### src/rtl/serial_word_deser_pkg.sv
// Shared types and helpers for the serial word deserializer.
package serial_word_deser_pkg;

    localparam int unsigned MAX_WIDTH = 16;

    typedef enum logic {
        SHIFT = 1'b0,
        LAST  = 1'b1
    } state_t;

    // Serial bits per frame: data bits plus an optional trailing parity bit.
    function automatic int unsigned frame_len(input int unsigned width, input bit parity_en);
        return parity_en ? width + 1 : width;
    endfunction

    // Even parity: the bit that makes the total count of ones even.
    function automatic logic even_parity(input logic [MAX_WIDTH-1:0] data);
        return ^data;
    endfunction

endpackage

### src/rtl/serial_word_deser_if.sv
// Serial input and parallel word output bundle of the word deserializer.
interface serial_word_deser_if #(
    parameter int unsigned WIDTH = 9,
    parameter int unsigned CNT_W = 8
);
    logic             sdata;
    logic             svalid;
    logic             sready;
    logic [WIDTH-1:0] word;
    logic             word_valid;
    logic             word_ready;
    logic [CNT_W-1:0] word_cnt;
    logic             err;

    modport master (
        output sdata, svalid, word_ready,
        input  sready, word, word_valid, word_cnt, err
    );

    modport slave (
        input  sdata, svalid, word_ready,
        output sready, word, word_valid, word_cnt, err
    );
endinterface

### src/rtl/serial_word_out_reg.sv
// One-deep valid/ready output register; a load in the same cycle as a drain keeps valid high.
module serial_word_out_reg #(
    parameter int unsigned WIDTH = 9
) (
    input  logic             clk,
    input  logic             rst,
    input  logic             i_load,
    input  logic [WIDTH-1:0] i_data,
    input  logic             i_ready,
    output logic [WIDTH-1:0] o_data,
    output logic             o_valid,
    output logic             o_fire_c
);
    logic [WIDTH-1:0] r_data;
    logic             r_valid;

    assign o_fire_c = r_valid & i_ready;
    assign o_data   = r_data;
    assign o_valid  = r_valid;

    always_ff @(posedge clk or posedge rst) begin
        if (rst) begin
            r_data  <= '0;
            r_valid <= 1'b0;
        end else if (i_load) begin
            r_data  <= i_data;
            r_valid <= 1'b1;
        end else if (o_fire_c) begin
            r_valid <= 1'b0;
        end
    end
endmodule

### src/rtl/serial_word_deser.sv
// Assembles an LSB-first serial stream into WIDTH-bit words with a valid/ready output and delivered-word count.
// Build option: SERIAL_WORD_DESER_PARITY_EN appends an even parity bit per frame; bad frames are dropped and pulse err.
module serial_word_deser
    import serial_word_deser_pkg::*;
#(
    parameter int unsigned WIDTH = 9,
    parameter int unsigned CNT_W = 8
) (
    input  logic               clk,
    input  logic               rst,
    serial_word_deser_if.slave bus
);
`ifdef SERIAL_WORD_DESER_PARITY_EN
    localparam bit PARITY_EN = 1'b1;
`else
    localparam bit PARITY_EN = 1'b0;
`endif
    localparam int unsigned FRAME_LEN = frame_len(WIDTH, PARITY_EN);
    localparam int unsigned SH_W      = FRAME_LEN - 1;
    localparam int unsigned IDX_W     = $clog2(FRAME_LEN);
    localparam logic [IDX_W-1:0] PRE_LAST_IDX = IDX_W'(FRAME_LEN - 2);

    state_t           r_state;
    logic [IDX_W-1:0] r_bit_idx;
    logic [SH_W-1:0]  r_shreg;
    logic [CNT_W-1:0] r_word_cnt;

    logic             w_sready;
    logic             w_accept;
    logic             w_last_accept;
    logic             w_load;
    logic             w_fire;
    logic             w_word_valid;
    logic [WIDTH-1:0] w_data;
    logic [WIDTH-1:0] w_word;

    // The final bit may only enter when the output register is free or draining this cycle.
    assign w_sready      = (r_state == SHIFT) | ~w_word_valid | bus.word_ready;
    assign w_accept      = bus.svalid & w_sready;
    assign w_last_accept = w_accept & (r_state == LAST);

`ifdef SERIAL_WORD_DESER_PARITY_EN
    logic w_par_ok;
    logic r_err;

    // Shift register holds all data bits; the final serial bit is the parity bit.
    assign w_data   = r_shreg;
    assign w_par_ok = (even_parity(MAX_WIDTH'(r_shreg)) == bus.sdata);
    assign w_load   = w_last_accept & w_par_ok;

    always_ff @(posedge clk or posedge rst) begin
        if (rst) begin
            r_err <= 1'b0;
        end else begin
            r_err <= w_last_accept & ~w_par_ok;
        end
    end

    assign bus.err = r_err;
`else
    // The final serial bit is the data MSB and goes straight to the output register.
    assign w_data  = {bus.sdata, r_shreg};
    assign w_load  = w_last_accept;
    assign bus.err = 1'b0;
`endif

    always_ff @(posedge clk or posedge rst) begin
        if (rst) begin
            r_state   <= SHIFT;
            r_bit_idx <= '0;
            r_shreg   <= '0;
        end else if (w_accept) begin
            case (r_state)
                SHIFT: begin
                    for (int unsigned i = 0; i < SH_W; i++) begin
                        if (r_bit_idx == IDX_W'(i)) begin
                            r_shreg[i] <= bus.sdata;
                        end
                    end
                    r_bit_idx <= r_bit_idx + IDX_W'(1);
                    if (r_bit_idx == PRE_LAST_IDX) begin
                        r_state <= LAST;
                    end
                end
                LAST: begin
                    r_bit_idx <= '0;
                    r_state   <= SHIFT;
                end
            endcase
        end
    end

    serial_word_out_reg #(
        .WIDTH (WIDTH)
    ) u_out_reg (
        .clk      (clk),
        .rst      (rst),
        .i_load   (w_load),
        .i_data   (w_data),
        .i_ready  (bus.word_ready),
        .o_data   (w_word),
        .o_valid  (w_word_valid),
        .o_fire_c (w_fire)
    );

    always_ff @(posedge clk or posedge rst) begin
        if (rst) begin
            r_word_cnt <= '0;
        end else if (w_fire) begin
            r_word_cnt <= r_word_cnt + CNT_W'(1);
        end
    end

    assign bus.sready     = w_sready;
    assign bus.word       = w_word;
    assign bus.word_valid = w_word_valid;
    assign bus.word_cnt   = r_word_cnt;
endmodule
### src/flat_wrapper.sv
// flat-port wrapper written by rule: the top's interface ports become plain ports
module serial_word_deser_flat import serial_word_deser_pkg::*;
#(
    parameter int unsigned WIDTH = 9,
    parameter int unsigned CNT_W = 8
)
  (clk, rst, bus_sdata, bus_svalid, bus_word_ready, bus_sready, bus_word, bus_word_valid, bus_word_cnt, bus_err);
  serial_word_deser_if #(.WIDTH(WIDTH), .CNT_W(CNT_W)) bus_i ();
  input  logic clk;
  input  logic rst;
  input wire logic [$bits(bus_i.sdata)-1:0] bus_sdata;
  input wire logic [$bits(bus_i.svalid)-1:0] bus_svalid;
  input wire logic [$bits(bus_i.word_ready)-1:0] bus_word_ready;
  output wire logic [$bits(bus_i.sready)-1:0] bus_sready;
  output wire logic [$bits(bus_i.word)-1:0] bus_word;
  output wire logic [$bits(bus_i.word_valid)-1:0] bus_word_valid;
  output wire logic [$bits(bus_i.word_cnt)-1:0] bus_word_cnt;
  output wire logic [$bits(bus_i.err)-1:0] bus_err;
  assign bus_i.sdata = bus_sdata;
  assign bus_i.svalid = bus_svalid;
  assign bus_i.word_ready = bus_word_ready;
  assign bus_sready = bus_i.sready;
  assign bus_word = bus_i.word;
  assign bus_word_valid = bus_i.word_valid;
  assign bus_word_cnt = bus_i.word_cnt;
  assign bus_err = bus_i.err;
  serial_word_deser #(.WIDTH(WIDTH), .CNT_W(CNT_W)) u_core (.clk(clk), .rst(rst), .bus(bus_i));
endmodule
### config.mk
export PLATFORM = sky130hd
export DESIGN_NAME = serial_word_deser_flat
export DESIGN_NICKNAME = d
export VERILOG_FILES = /design/src/rtl/serial_word_deser_pkg.sv /design/src/rtl/serial_word_deser_if.sv /design/src/rtl/serial_word_out_reg.sv /design/src/rtl/serial_word_deser.sv /design/src/flat_wrapper.sv
export SDC_FILE = /design/constraint.sdc
export NUM_CORES = 1
export LEC_CHECK = 0
export ABC_AREA = 0
export CAP_MARGIN = 15
export CORE_MARGIN = 2
export CORE_UTILIZATION = 43
export DETAILED_ROUTE_END_ITERATION = 8
export HOLD_SLACK_MARGIN = 0.12
export PLACE_DENSITY = 0.74
export RECOVER_POWER = 100
export SLEW_MARGIN = 20
export SYNTH_ARGS = -nofsm -noshare
export SYNTH_HDL_FRONTEND = slang
export SYNTH_SLANG_ARGS = --single-unit
### constraint.sdc
create_clock -name clk -period 1.3 [get_ports clk]
set_clock_uncertainty 0.15 [all_clocks]
set_input_delay 0.26 -clock clk [delete_from_list [all_inputs] [get_ports clk]]
set_output_delay 0.26 -clock clk [all_outputs]
set_load 0.05 [all_outputs]
== Word level (Yosys, flattened, before mapping) ==
Index checks and enable logic that the tools add are counted.
Word-level totals
  flip-flop bits (word level): 31
  input port bits: 5
  output and inout bits: 20
  word-level logic and storage cells: 44
Operators by class
  add/subtract/negate cells: 2
  equality and inequality tests: 7
  mux-type cells: 5
  bitwise gates (word level): 7
  reduce and logical (&&, ||, !) cells: 10
Operator list (count)
  AND reduction 3 bit: 8
  equality test 4 x 3 -> 1 bit, second input constant: 4
  adder 8 x 1 -> 8 bit, second input constant: 1
  equality test 4 x 2 -> 1 bit, second input constant: 2
  case mux 4 bit (2 select lines): 1
  adder 4 x 1 -> 4 bit, second input constant: 1
  equality test 4 x 1 -> 1 bit, second input constant: 1
  logical NOT 4 bit: 1
  AND 1 bit: 3
  two-way mux 1 bit: 3
  inverter 1 bit: 2
  OR 1 bit: 2
  case mux 1 bit (2 select lines): 1
  nonzero test 2 bit: 1

== Logic depth before layout (Yosys ltp) ==
Gate-level depths: netlist (run 1).
  depth after elaboration: 6
  depth in mapped cells: 4
  gate-level depth less buffers: 4

== Hierarchy ==
A second synthesis (run 1) with hierarchy kept.
Unflattened totals
  cells, all modules: 112
  area total of the unflattened synthesis: 1426.4 µm²
Modules (own cells, without submodules)
  serial_word_deser: instances 1, cells each 88, area each 1007.2 µm², sequential area each 525.5 µm²
  serial_word_out_reg: instances 1, cells each 24, area each 419.2 µm², sequential area each 250.2 µm²

== Worst setup path after synthesis (run 1) ==
No wires, ideal clock.
  path kind: register to register
  start point: reg u_core.u_out_reg.r_valid, in the netlist u_core.u_out_reg.o_valid
  end point: reg u_core.r_bit_idx[1]
  library setup time: 121 ps
  arrival time: 1534 ps
  required time: 1029 ps
  setup slack: -505 ps
  stages on the path, launching flop included: 5
  path buffers: 0
  period minus slack after synthesis: 1805 ps
  cell sequence: dfrtp_1 -> and3b_1 -> inv_1 -> nand2_1 -> a22o_1
Between the ends
  cells in the longest elaborated chain, start to end: 4
RTL lines
  start: declaration: line serial_word_out_reg.sv:15  | logic r_valid;
  start signal: assignment: line serial_word_out_reg.sv:24  | r_valid <= 1'b0;
  start signal: assignment: line serial_word_out_reg.sv:27  | r_valid <= 1'b1;
  start signal: assignment: line serial_word_out_reg.sv:29  | r_valid <= 1'b0;
  inverter 1 bit: line serial_word_deser.sv:38  | assign w_sready = (r_state == SHIFT) | ~w_word_valid | bus.word_ready;
  OR 1 bit (2 in a row): line serial_word_deser.sv:38
  named net bus_sready: line flat_wrapper.sv:14  | output wire logic [$bits(bus_i.sready)-1:0] bus_sready;
  AND 1 bit: line serial_word_deser.sv:39  | assign w_accept = bus.svalid & w_sready;
  end signal: assignment: line serial_word_deser.sv:80  | r_bit_idx <= r_bit_idx + IDX_W'(1);
  end: declaration: line serial_word_deser.sv:24  | logic [IDX_W-1:0] r_bit_idx;
The timed path passes the listed nets, and every way through them passes these cells.
A chain may end at the register's enable or synchronous reset.

== Worst setup path after layout (run 1) ==
  start point: reg u_core.r_state
  end point: out bus_sready
Between the ends
  cells in the longest elaborated chain, start to end: 3
RTL lines
  start: declaration: line serial_word_deser.sv:23  | state_t r_state;
  start signal: assignment: line serial_word_deser.sv:69  | r_state <= SHIFT;
  start signal: assignment: line serial_word_deser.sv:82  | r_state <= LAST;
  start signal: assignment: line serial_word_deser.sv:87  | r_state <= SHIFT;
  inverter 1 bit (no line)
  OR 1 bit (2 in a row): line serial_word_deser.sv:38
  end: declaration: line flat_wrapper.sv:14
No other way between the ends.

==> Implementation_results.wiki, run 1 <==
{| class="wikitable"
! Metric !! Value
|-
| Cell area power density || 2160 nW/um2
|-
| Via count || 1044
|-
| Int Pwr || 3.19 mW
|-
| Worst slack at placement || -0.564 ns
|-
| Startpoint types || flip-flop
|-
| Core Region || 3030 um2
|-
| Post-synthesis instance area || 1370 um2
|-
| Startpoint of the most critical register-to-register path || u_core.r_state$_DFFE_PP0P_
|-
| Leakage component of the power || 1.07 nW
|-
| Net Switching || 1.83 mW
|-
| Die W || 60.4 um
|-
| Critical Path Fanout Max || 2
|-
| Sequential share of the synthesized area || 0.567
|-
| HPWL after DPL || 1770 um
|-
| Reg power frac || 0.331
|-
| Reg2Reg Depth || 5
|-
| Final standard cell area without fillers || 2330 um2
|-
| Post-Synthesis Mean Instance Area || 12.8 um2
|-
| Result of the run || complete, but fails checks
|-
| GRT Total Usage || 0.178
|-
| Max-cap viol count || 0
|-
| Final Net Count || 182
|-
| Portion of total power attributed to the clock network || 0.126
|-
| Drt drc || 0
|-
| Largest area contributor in the synthesized netlist || sky130_fd_sc_hd__dfrtp_1
|-
| Fill cell total of the finished layout || 172
|-
| Min-Delay Path Class || in -> reg
|-
| Endpoint of the worst hold-timing path || u_core.u_out_reg.o_valid$_DFFE_PP0P_
|-
| Switch share || 0.364
|-
| Initial Util || 0.452
|-
| Met1 track demand over resource || 0.222
|-
| Clock buffer depth || 2
|-
| CTS clock-pin slew for the worst setup and hold paths || 0.09 ns
|-
| Via count of the first global-routing pass || 1010
|-
| Synthesized flop and latch total || 31
|-
| Area post-placement || 1990 um2
|-
| Detailed Routing Iterations Pass 1 || 4
|-
| Standard-cell row count || 20
|-
| Sink count of the clock tree || 31
|-
| Combinational Power Share || 0.543
|-
| Hold depth || 3
|-
| Violated checks || setup timing
|-
| Final-report hold violation count || 0
|-
| Terminus of the critical flop-to-flop path || u_core.r_bit_idx[2]$_DFFE_PP0P_
|-
| Overflow left after global routing || 0
|-
| CTS tree || built
|-
| Class of the most critical setup path || reg -> out
|-
| Unrepaired setup endpoints after global routing || true
|-
| Cell count after placement || 181
|-
| Required time reported for the critical path endpoint || 0.89 ns
|-
| Max H-tree Level || 2
|-
| Highest attainable clock frequency || 615 MHz
|-
| Die area || 3650 um2
|-
| Critical path arrival || 1.22 ns
|-
| Clock period minus worst slack || 1.63 ns
|-
| Clock latency on the worst-skew pair || 0.33 ns
|-
| Total wire length after detailed routing || 3140 um
|-
| Reg-to-reg slack, setup || -0.29 ns
|-
| Top-level port count || 25
|-
| Number of buffers inserted by port buffering || 23
|-
| Fraction of the cycle the final worst path needs || 1.25
|-
| First-pass GRT wire length || 4620 um
|-
| Maximum number of pins on one net before global-route repair || 32
|-
| Placer congestion estimate || 0.808
|-
| Library cell used as clock root buffer || sky130_fd_sc_hd__clkbuf_4
|-
| Most common cell after layout, fill and taps aside || sky130_fd_sc_hd__buf_4
|-
| Gr busiest metal || met2
|-
| Leading cell types in the layout, fill and taps excluded || 27 x sky130_fd_sc_hd__buf_4, 23 x sky130_fd_sc_hd__dfrtp_1, 20 x sky130_fd_sc_hd__buf_12, 10 x sky130_fd_sc_hd__mux2_4
|-
| DIE HEIGHT || 60.4 um
|-
| YS warnings || 0
|-
| Total power of the final layout || 5.02 mW
|-
| Syn nets || 117
|-
| Slack of the critical path || -0.326 ns
|-
| Count of final max-slew check failures || 0
|-
| Routed Antenna Nets || 0
|-
| Area growth, synth to finish || 70.2%
|-
| Count of cell types in the netlist || 24
|-
| Number of violations reported at the end of detailed-routing iteration 0 || 7
|-
| Routed length per instance || 14.5 um
|-
| Diodes inserted || 0
|-
| Hold Worst Slack || 0.289 ns
|-
| IR drop worst, VDD || 1.14 mV
|-
| Share of post-route cells with drive strength above 1 || 0.607
|-
| Instance count of the mapped netlist || 107
|-
| Setup-failing EPs final || 45
|-
| Type of destination of the critical path || output pin
|-
| Met3 usage in global routing || 0.0405
|-
| Total CTS buffers || 5
|-
| Beginning of the worst hold path || bus_word_ready
|-
| Final standard cell count with taps included and fillers excluded || 217
|-
| Met2 layer usage reported by global route || 0.284
|-
| Initial antenna violation count || 0
|-
| Drt via density || 4.81
|-
| Synth top area share || 0.567
|-
| Synth area leaders || sky130_fd_sc_hd__dfrtp_1 57%, sky130_fd_sc_hd__mux2_2 15%, sky130_fd_sc_hd__ha_1 4.6%
|}
## registers in the layout, indices dropped and copies added (netlist names)
register	count
u_core.bus.word_cnt	8
u_core.u_out_reg.o_valid	1
u_core.u_out_reg.o_data	9
u_core.r_state	1
u_core.r_shreg	8
u_core.r_bit_idx	4
## how the worst max path moves through the flow
| stage | start | to | slack [ns] | depth (start not counted) |
|---|---|---|---|---|
| after CTS | u_core.u_out_reg.o_valid$_DFFE_PP0P_ | bus_sready | -0.32 | 3 |
| after detailed placement | bus_svalid | u_core.u_out_reg.o_data[1]$_DFFE_PP0P_ | -0.56 | 5 |
| after global routing | u_core.r_state$_DFFE_PP0P_ | bus_sready | -0.36 | 3 |
| final | u_core.r_state$_DFFE_PP0P_ | bus_sready | -0.33 | 3 |
| after floorplan | u_core.u_out_reg.o_valid$_DFFE_PP0P_ | u_core.r_state$_DFFE_PP0P_ | -0.25 | 4 |
| after global placement | bus_svalid | u_core.u_out_reg.o_data[8]$_DFFE_PP0P_ | -0.52 | 5 |
## power groups by stage
stage | clock network, mW | registers, mW | logic (mW)
after detailed placement | 0 | 1.69 | 2.22
after global placement | 0 | 1.66 | 2.19
final | 0.632 | 1.66 | 2.72
after floorplan | 0 | 2.16 | 0.661
after global routing | 0.691 | 1.71 | 2.87
after CTS | 0.649 | 1.65 | 2.53
## logic make-up (layout without fill, tap and decap cells)
kind of cell | after synthesis | count (layout) | synth area share
flops | 31 | 31 | 0.567
buf+inv | 7 | 73 | 0.0256
fa+ha+maj | 5 | 5 | 0.0457
xor+xnor | 7 | 7 | 0.0448
mux | 18 | 18 | 0.148
simple gates | 31 | 31 | 0.134
compound gates | 7 | 7 | 0.0320
other cells | 1 | 1 | 0.00274
## layer usage
| layer | share of wire | vias to the layer above |
|---|---|---|
| met3 | 0.040 | 7 |
| met1 | 0.44 | 517 |
| li1 | - | 495 |
| met4 | 0.022 | 0 |
| met2 | 0.50 | 25 |
| met5 | 0 | - |
## what timing repair did
action,CTS,global route
resized for setup,9,12
pin swaps,10,12
setup endpoints to repair,45,46
buffers inserted,19,8
cloned,0,0
endpoints found under the hold margin,7,0
hold buffers,1,0
## worst max-delay path, stage by stage, from the launching register on
cell and delay (ns):
sky130_fd_sc_hd__dfrtp_2 0.42, sky130_fd_sc_hd__and3b_2 0.24, sky130_fd_sc_hd__clkinvlp_4 0.09, sky130_fd_sc_hd__buf_12 0.13
## through the flow
step,setup TNS (ns),utilization
after CTS,-4.94,0.739
after detailed placement,-14.17,0.657
final,-5.52,0.769
after global placement,-13.29,0.657
after global routing,-7.59,0.769
after floorplan,-3.37,-
## synthesized netlist by cell type
| library cell | number |
|---|---|
| sky130_fd_sc_hd__buf_2 | 1 |
| sky130_fd_sc_hd__and3_1 | 2 |
| sky130_fd_sc_hd__nor2_1 | 2 |
| sky130_fd_sc_hd__nand4_1 | 5 |
| sky130_fd_sc_hd__xnor2_1 | 6 |
| sky130_fd_sc_hd__xor2_1 | 1 |
| sky130_fd_sc_hd__nand2b_1 | 1 |
| sky130_fd_sc_hd__ha_1 | 5 |
| sky130_fd_sc_hd__a31oi_1 | 1 |
| sky130_fd_sc_hd__mux2_2 | 18 |
| sky130_fd_sc_hd__a21oi_1 | 2 |
| sky130_fd_sc_hd__conb_1 | 1 |
| sky130_fd_sc_hd__nor2b_1 | 2 |
| sky130_fd_sc_hd__and2_1 | 1 |
| sky130_fd_sc_hd__and4bb_2 | 1 |
| sky130_fd_sc_hd__nor4b_4 | 1 |
| sky130_fd_sc_hd__inv_1 | 4 |
| sky130_fd_sc_hd__buf_4 | 2 |
| sky130_fd_sc_hd__o21ai_0 | 2 |
| sky130_fd_sc_hd__a22o_1 | 2 |
| sky130_fd_sc_hd__and3b_1 | 1 |
| sky130_fd_sc_hd__nand2_1 | 13 |
| sky130_fd_sc_hd__or3_1 | 2 |
| sky130_fd_sc_hd__dfrtp_1 | 31 |
## layout make-up
type	count	area, um2	area share
sequential	31	786	0.338
tap	44	55.1	0.0237
clock buffer	8	68.8	0.0296
inverter	4	18.8	0.00806
multi-input combinational	69	658	0.283
timing repair buffer	61	741	0.318
No activity file was read; power rests on OpenSTA's default activity.
==> run 2, diff against run 1 <==
--- a/config.mk
+++ b/config.mk
@@ -5,8 +5,8 @@
 export SDC_FILE = /design/constraint.sdc
 export NUM_CORES = 1
 export LEC_CHECK = 0
-export ABC_AREA = 0
 export CAP_MARGIN = 15
+export CORE_ASPECT_RATIO = 1.1
 export CORE_MARGIN = 2
 export CORE_UTILIZATION = 43
 export DETAILED_ROUTE_END_ITERATION = 8
@@ -16,4 +16,5 @@
 export SLEW_MARGIN = 20
 export SYNTH_ARGS = -nofsm -noshare
 export SYNTH_HDL_FRONTEND = slang
+export SYNTH_HIERARCHICAL = 1
 export SYNTH_SLANG_ARGS = --single-unit
==> run 2 against run 1 <==
Against the previous run: area after synthesis increased by 4.3%; clock power about the same; the flow finishes with violations (DRC, setup timing); critical path type is now reg -> reg; worst hold slack improved by 0.077 ns; largest power group unchanged; die area up 4.0%.
==> Implementation_results.wiki, run 2 <==
{| class="wikitable"
! Metric !! Value
|-
| Area post-placement || 2060 um2 (+3.8%)
|-
| Largest area contributor in the synthesized netlist || sky130_fd_sc_hd__dfrtp_1
|-
| Max H-tree Level || 2 (unchanged)
|-
| Critical path arrival || 1.70 ns (+0.48 ns)
|-
| Fraction of the cycle the final worst path needs || 1.26 (+0.00845)
|-
| Routed Antenna Nets || 0 (unchanged)
|-
| Synth area leaders || sky130_fd_sc_hd__dfrtp_1 54%, sky130_fd_sc_hd__mux2_4 9.5%, sky130_fd_sc_hd__ha_1 4.4%
|-
| Top-level port count || 25 (unchanged)
|-
| First-pass GRT wire length || 5480 um (+19%)
|-
| CTS clock-pin slew for the worst setup and hold paths || 0.09 ns (about the same)
|-
| Class of the most critical setup path || reg -> reg
|-
| Setup-failing EPs final || 46 (+2.2%)
|-
| Type of destination of the critical path || flip-flop
|-
| Core Region || 3100 um2 (+2.4%)
|-
| Cell area power density || 1820 nW/um2 (-15%)
|-
| Max-cap viol count || 0 (unchanged)
|-
| Initial Util || 0.460 (+0.00840)
|-
| Switch share || 0.358 (-0.00620)
|-
| Commonest register cell after synthesis || sky130_fd_sc_hd__dfrtp_1
|-
| Startpoint types || flip-flop
|-
| Combinational Power Share || 0.522 (-0.021)
|-
| Initial antenna violation count || 0 (unchanged)
|-
| Max reg flops || 9 (unchanged)
|-
| Min-Delay Path Class || reg -> reg
|-
| Routed metal-1 wirelength || 1290 um (-5.6%)
|-
| Reg power frac || 0.337 (+0.006)
|-
| CTS tree || built
|-
| Die area || 3790 um2 (+4.0%)
|-
| Diodes inserted || 0 (unchanged)
|-
| Detailed Routing Iterations Pass 1 || 6 (+2)
|-
| Maximum number of pins on one net before global-route repair || 22 (-31%)
|-
| Instance count of the mapped netlist || 112 (+4.7%)
|-
| Total wire length after detailed routing || 3350 um (+6.6%)
|-
| Via count of the first global-routing pass || 1185 (+17%)
|-
| Sequential share of the synthesized area || 0.544 (-0.0234)
|-
| Clock period minus worst slack || 1.64 ns (+0.0110 ns)
|-
| Metal2 WL || 1880 um (+19%)
|-
| Post-layout utilization of the core || 0.788 (+0.0191)
|-
| Number of violations reported at the end of detailed-routing iteration 0 || 23 (+16)
|-
| GRT Total Usage || 0.196 (+0.0180)
|-
| Leading cell types in the layout, fill and taps excluded || 32 x sky130_fd_sc_hd__buf_4, 25 x sky130_fd_sc_hd__dfrtp_1, 21 x sky130_fd_sc_hd__buf_12, 12 x sky130_fd_sc_hd__mux2_4, 10 x sky130_fd_sc_hd__buf_6
|-
| Total CTS buffers || 5 (unchanged)
|-
| Net Switching || 1.59 mW (-13%)
|-
| Count of cell types in the netlist || 31 (+29%)
|-
| Drt drc || 2 (+2)
|-
| Count of final max-slew check failures || 0 (unchanged)
|-
| Post-synthesis instance area || 1430 um2 (+4.3%)
|-
| Clock buffer depth || 2 (unchanged)
|-
| Routed length per instance || 15.2 um (+5.1%)
|-
| Violated checks || DRC, setup timing
|-
| Drt via density || 5.11 (+6.2%)
|-
| Portion of total power attributed to the clock network || 0.142 (+0.016)
|-
| Int Pwr || 2.86 mW (-10%)
|-
| Synth top area share || 0.544 (-0.0234)
|-
| Via count || 1124 (+7.7%)
|-
| Most common cell after layout, fill and taps aside || sky130_fd_sc_hd__buf_4
|-
| Clock latency on the worst-skew pair || 0.32 ns (about the same)
|-
| Leakage component of the power || 1.16 nW (+8.7%)
|-
| Standard-cell row count || 21 (+5.0%)
|-
| Top sig layer || met4
|-
| Final-report hold violation count || 0 (unchanged)
|-
| Cell with the most instances after synthesis || sky130_fd_sc_hd__dfrtp_1
|-
| YS warnings || 6 (+6)
|-
| Met3 wire length || 129 um (+2.4%)
|-
| Share of post-route cells with drive strength above 1 || 0.629 (+0.0221)
|-
| HPWL after DPL || 2290 um (+29%)
|-
| Highest attainable clock frequency || 611 MHz (-0.67%)
|-
| Proportion of register bits with asynchronous set or reset after synthesis || 1.00 (unchanged)
|-
| Overflow left after global routing || 0 (unchanged)
|-
| Synthesized flop and latch total || 31 (unchanged)
|-
| Number of buffers inserted by port buffering || 23 (unchanged)
|-
| Post-synth EDFFs || 0 (unchanged)
|-
| Final Net Count || 195 (+7.1%)
|-
| Unrepaired setup endpoints after global routing || true
|-
| IR drop worst, VDD || 1.19 mV (+5.0%)
|-
| Placer congestion estimate || 0.828 (+2.5%)
|-
| Slack of the critical path || -0.337 ns (-0.0110 ns)
|-
| Post-Synthesis Mean Instance Area || 12.7 um2 (-0.36%)
|-
| Hold Worst Slack || 0.365 ns (+0.0767 ns)
|-
| Syn nets || 122 (+4.3%)
|-
| Most numerous cell types in the synthesized netlist || 31 x sky130_fd_sc_hd__dfrtp_1, 9 x sky130_fd_sc_hd__mux2_4, 8 x sky130_fd_sc_hd__nand2_1, 7 x sky130_fd_sc_hd__inv_1
|-
| Final standard cell area without fillers || 2440 um2 (+4.9%)
|-
| DIE HEIGHT || 64.4 um (+6.6%)
|-
| Required time reported for the critical path endpoint || 1.37 ns (+0.48 ns)
|-
| Sink count of the clock tree || 31 (unchanged)
|-
| Area growth, synth to finish || 71.2%
|-
| Result of the run || complete, but fails checks
|-
| Critical Path Fanout Max || 4 (+2)
|-
| Die W || 58.9 um (-2.5%)
|-
| Library cell used as clock root buffer || sky130_fd_sc_hd__clkbuf_4
|}
-- run 2: timing repair --
item,CTS,global route
hold buffers,1,0
gates resized for setup,20,16
pin swaps,6,4
endpoints found under the hold margin,10,0
buffers inserted,17,11
endpoints found under the setup margin,45,57
-- run 2: cell families after synthesis --
group | Yosys count | synth area share
simple gates | 30 | 0.111
buf+inv | 10 | 0.0351
fa+ha+maj | 5 | 0.0439
other cells | 1 | 0.00263
flops | 31 | 0.544
xor+xnor | 7 | 0.0430
mux | 19 | 0.173
compound gates | 9 | 0.0474
-- run 2: routing by layer --
metal | vias up | GRT usage
met5 | - | 0
met3 | 4 | 0.0567
met4 | 0 | 0.0767
met1 | 564 | 0.220
li1 | 530 | -
met2 | 26 | 0.342
-- run 2: cell type report --
class                           count  area, um2
Sequential cell                    31        783
Clock buffer                        8       68.8
Timing Repair Buffer               69        827
Inverter                            7       30.0
Tap cell                           34       42.5
Fill cell                         188        658
Multi-Input combinational cell     71        691
-- run 2: critical path: stages, from the launching register on --
cell,delay [ns]
sky130_fd_sc_hd__dfrtp_1,0.45
sky130_fd_sc_hd__or3b_4,0.47
sky130_fd_sc_hd__nor2_4,0.16
sky130_fd_sc_hd__mux2_4,0.30
-- run 2: through the flow --
| stage | setup slack, ns | instances | setup TNS, ns | total power, mW |
|---|---|---|---|---|
| CTS | -0.319 | 212 | -5.81 | 4.34 |
| global route | -0.386 | 220 | -9.30 | 4.68 |
| finish | -0.337 | 220 | -6.69 | 4.45 |
| global placement | -0.570 | 187 | -12.82 | 3.38 |
| floorplan | -0.735 | 112 | -11.04 | 2.48 |
| detailed placement | -0.606 | 187 | -13.44 | 3.47 |
-- run 2: final timing paths --
kind                                          startpoint                                     end  slack (ns)  depth (start not counted)
setup / recovery              u_core/r_state$_DFFE_PP0N_           u_core/r_shreg[7]$_DFFE_PP0P_       -0.34                          3
hold / removal             u_core/r_shreg[0]$_DFFE_PP0P_  u_core/u_out_reg/o_data[0]$_DFFE_PP0P_        0.37                          1
setup reg to reg              u_core/r_state$_DFFE_PP0N_           u_core/r_shreg[7]$_DFFE_PP0P_       -0.34                          3
hold reg to reg            u_core/r_shreg[0]$_DFFE_PP0P_  u_core/u_out_reg/o_data[0]$_DFFE_PP0P_        0.37                          1
max in group asynchronous                            rst      u_core/bus.word_cnt[0]$_DFFE_PP0P_           0                          4
min in group asynchronous                            rst  u_core/u_out_reg/o_data[6]$_DFFE_PP0P_        0.75                          3
-- run 2: power by group through the flow --
| stage | clock network [mW] | logic, mW | registers, mW |
|---|---|---|---|
| CTS | 0.652 | 2.18 | 1.50 |
| finish | 0.630 | 2.32 | 1.50 |
| global placement | 0 | 1.88 | 1.51 |
| floorplan | 0 | 0.550 | 1.93 |
| detailed placement | 0 | 1.93 | 1.53 |
| global route | 0.703 | 2.43 | 1.54 |
==> run 3, diff against run 2 <==
--- a/config.mk
+++ b/config.mk
@@ -6,12 +6,14 @@
 export NUM_CORES = 1
 export LEC_CHECK = 0
 export CAP_MARGIN = 15
-export CORE_ASPECT_RATIO = 1.1
-export CORE_MARGIN = 2
-export CORE_UTILIZATION = 43
+export CELL_PAD_IN_SITES_DETAIL_PLACEMENT = 1
+export CELL_PAD_IN_SITES_GLOBAL_PLACEMENT = 2
+export CORE_ASPECT_RATIO = 1.75
+export CORE_MARGIN = 1
+export CORE_UTILIZATION = 31
 export DETAILED_ROUTE_END_ITERATION = 8
 export HOLD_SLACK_MARGIN = 0.12
-export PLACE_DENSITY = 0.74
+export PLACE_DENSITY = 0.78
 export RECOVER_POWER = 100
 export SLEW_MARGIN = 20
 export SYNTH_ARGS = -nofsm -noshare
==> run 3 against run 2 <==
Against the previous run: the run ends with setup timing left; design area is 0.41% higher; critical path depth stayed put; clock power is 53% higher; final cell count is 4.5% higher; flip-flop and latch count stayed put; die area is 29% higher; sequential share of layout area hardly changed; routed wire length is 3.9% higher; first-iteration DRC count is 61% lower; sequential power hardly changed; critical endpoint is now u_core/r_shreg[4]$_DFFE_PP0P_; largest power group unchanged.
==> Implementation_results.wiki, run 3 (synthesized netlist as in run 2, its figures left out) <==
{| class="wikitable"
! Metric !! Value
|-
| Critical Path Fanout Max || 4 (unchanged)
|-
| Final standard cell area without fillers || 2450 um2 (+0.41%)
|-
| Core Region || 4400 um2 (+42%)
|-
| Reg power frac || 0.319 (-0.018)
|-
| Critical-path top delay cell || sky130_fd_sc_hd__or3b_4
|-
| Total CTS buffers || 5 (unchanged)
|-
| Drt via density || 4.62 (-9.5%)
|-
| Count of final max-slew check failures || 0 (unchanged)
|-
| Routed length per instance || 15.1 um (-0.61%)
|-
| HPWL after DPL || 2390 um (+4.5%)
|-
| Initial antenna violation count || 0 (unchanged)
|-
| Worst relative slew slack || 0.641
|-
| Final standard cell count with taps included and fillers excluded || 230 (+4.5%)
|-
| Int Pwr || 3.14 mW (+9.9%)
|-
| Clock latency on the worst-skew pair || 0.27 ns (-0.05 ns)
|-
| First-pass GRT wire length || 5760 um (+5.2%)
|-
| Library cell used as clock root buffer || sky130_fd_sc_hd__clkbuf_8
|-
| GRT Total Usage || 0.162 (-0.0338)
|-
| Fraction of the cycle the final worst path needs || 1.20 (-0.0624)
|-
| Die W || 53.3 um (-9.6%)
|-
| Reg2Reg Depth || 3 (unchanged)
|-
| Fill cell total of the finished layout || 461 (+150%)
|-
| CP cell instances || or3b_4 -> nor2_2 -> mux2_4
|-
| Terminus of the critical flop-to-flop path || u_core/r_shreg[4]$_DFFE_PP0P_
|-
| Share of post-route cells with drive strength above 1 || 0.631 (+0.00225)
|-
| Max-cap viol count || 0 (unchanged)
|-
| Final-report hold violation count || 0 (unchanged)
|-
| Cell family with the largest share of critical-path delay || simple AND/OR/NAND/NOR gates
|-
| Cell count after placement || 203 (+8.6%)
|-
| Post-layout utilization of the core || 0.557 (-0.231)
|-
| Most common cell after layout, fill and taps aside || sky130_fd_sc_hd__buf_4
|-
| Clock buffer depth || 2 (unchanged)
|-
| Result of the run || complete, but fails checks
|-
| Max H-tree Level || 2 (unchanged)
|-
| Area growth, synth to finish || 71.9%
|-
| IR drop worst, VDD || 1.19 mV (-0.55%)
|-
| Drt drc || 0 (-2)
|-
| Clock period minus worst slack || 1.56 ns (-0.0811 ns)
|-
| Portion of total power attributed to the clock network || 0.202 (+0.060)
|-
| Actual transition at the worst max-transition pin || 0.538 ns
|-
| CTS tree || built
|-
| Register area || 786 um2 (+0.32%)
|-
| Switch share || 0.342 (-0.0159)
|-
| Total wire length after detailed routing || 3480 um (+3.9%)
|-
| Violated checks || setup timing
|-
| Unrepaired setup endpoints after global routing || true
|-
| Leakage component of the power || 1.16 nW (-0.18%)
|-
| Delay contributed by the slowest stage of the critical path || 0.45 ns (-0.02 ns)
|-
| Startpoint types || flip-flop
|-
| Startpoint of the most critical register-to-register path || u_core/r_bit_idx[3]$_DFFE_PP0N_
|-
| Required time reported for the critical path endpoint || 1.31 ns (-0.06 ns)
|-
| Routed Antenna Nets || 0 (unchanged)
|-
| Reg-to-reg slack, setup || -0.26 ns (+0.08 ns)
|-
| Cell area power density || 1950 nW/um2 (+6.8%)
|-
| Maximum number of pins on one net before global-route repair || 22 (unchanged)
|-
| Type of destination of the critical path || flip-flop
|-
| Number of violations reported at the end of detailed-routing iteration 0 || 9 (-61%)
|-
| Slack of the critical path || -0.256 ns (+0.0811 ns)
|-
| Top-level port count || 25 (unchanged)
|-
| Min-Delay Path Class || in -> async
|-
| Max reg flops || 9 (unchanged)
|-
| Final Net Count || 188 (-3.6%)
|-
| Placer congestion estimate || 0.745 (-10%)
|-
| Via count of the first global-routing pass || 1183 (-0.17%)
|-
| Sink count of the clock tree || 31 (unchanged)
|-
| Initial Util || 0.324 (-0.136)
|-
| Leading cell types in the layout, fill and taps excluded || 26 x sky130_fd_sc_hd__buf_4, 23 x sky130_fd_sc_hd__dfrtp_1, 20 x sky130_fd_sc_hd__buf_12, 13 x sky130_fd_sc_hd__mux2_4, 11 x sky130_fd_sc_hd__buf_6
|-
| Standard-cell row count || 32 (+52%)
|-
| Die area || 4890 um2 (+29%)
|-
| Diodes inserted || 0 (unchanged)
|-
| Setup-failing EPs final || 29 (-37%)
|-
| Combinational Power Share || 0.479 (-0.043)
|-
| Area post-placement || 2080 um2 (+0.67%)
|-
| Area taken by multi-input logic gates || 697 um2 (+0.91%)
|-
| Class of the most critical setup path || reg -> reg
|-
| Net Switching || 1.63 mW (+2.5%)
|-
| Critical path arrival || 1.56 ns (-0.14 ns)
|-
| Highest attainable clock frequency || 643 MHz (+5.2%)
|-
| Detailed Routing Iterations Pass 1 || 2 (-4)
|-
| Sum Neg Setup Slack || -4.40 ns (+2.29 ns)
|-
| DIE HEIGHT || 91.7 um (+42%)
|-
| Worst path buffer plus inverter count || 0 (unchanged)
|-
| Number of buffers inserted by port buffering || 23 (unchanged)
|-
| Via count || 1063 (-5.4%)
|-
| Cts hold-fix bufs || 0 (-1)
|-
| CTS clock-pin slew for the worst setup and hold paths || 0.07 ns (-0.02 ns)
|-
| Overflow left after global routing || 0 (unchanged)
|}
[run 3: worst register-to-register path: cells and delay by family, from the launching register on]
kind,cells,cell delay (ns)
flip-flops,1,0.39
AND/OR/NAND/NOR,2,0.58
multiplexers,1,0.31
[run 3: repair_timing]
item	4_1_cts	5_1_grt
resized for setup	25	15
setup endpoints to repair	32	36
pin swaps	5	11
setup buffers	12	11
gates cloned	0	0
[run 3: area by class of cell]
class / count / area share
clock inverters: 2 / 0.0143
repair buffers: 62 / 0.311
flip-flops and latches: 31 / 0.320
multi-input cells: 71 / 0.284
inverters: 7 / 0.0107
well taps: 51 / 0.0260
clock buffers: 6 / 0.0337
[run 3: power by group through the flow]
stage | registers (mW) | logic [mW] | clock network (mW)
2_1_floorplan | 1.93 | 0.550 | 0
3_3_place_gp | 1.51 | 1.88 | 0
3_5_place_dp | 1.54 | 1.93 | 0
4_1_cts | 1.54 | 2.16 | 0.995
5_1_grt | 1.56 | 2.40 | 1.04
6_report | 1.52 | 2.28 | 0.965
[run 3: worst max-delay path by stage]
stage / slack [ns] / from / cells after the start / to
floorplan: -0.73 / u_core/u_out_reg/o_valid$_DFFE_PP0P_ / 5 / u_core/u_out_reg/o_data[0]$_DFFE_PP0P_
global placement: -0.53 / bus_word_ready / 6 / u_core/u_out_reg/o_data[2]$_DFFE_PP0P_
detailed placement: -0.62 / bus_word_ready / 6 / u_core/u_out_reg/o_data[3]$_DFFE_PP0P_
CTS: -0.24 / u_core/r_state$_DFFE_PP0N_ / 3 / u_core/r_shreg[4]$_DFFE_PP0P_
global route: -0.28 / u_core/r_bit_idx[3]$_DFFE_PP0N_ / 3 / u_core/r_shreg[4]$_DFFE_PP0P_
finish: -0.26 / u_core/r_bit_idx[3]$_DFFE_PP0N_ / 3 / u_core/r_shreg[4]$_DFFE_PP0P_
[run 3: layer usage]
layer	routed length [um]	global-route usage
met5	0	0
met3	76	0.0348
met4	47	0.0461
met1	1360	0.187
met2	1990	0.288
[run 3: per-stage QoR]
| stage | hold slack (ns) | power [mW] | worst slack (ns) |
|---|---|---|---|
| 2_1_floorplan | -0.0499 | 2.48 | -0.735 |
| 3_3_place_gp | 0.319 | 3.39 | -0.529 |
| 3_5_place_dp | 0.332 | 3.47 | -0.624 |
| 4_1_cts | 0.179 | 4.70 | -0.236 |
| 5_1_grt | 0.316 | 5.01 | -0.284 |
| 6_report | 0.287 | 4.77 | -0.256 |
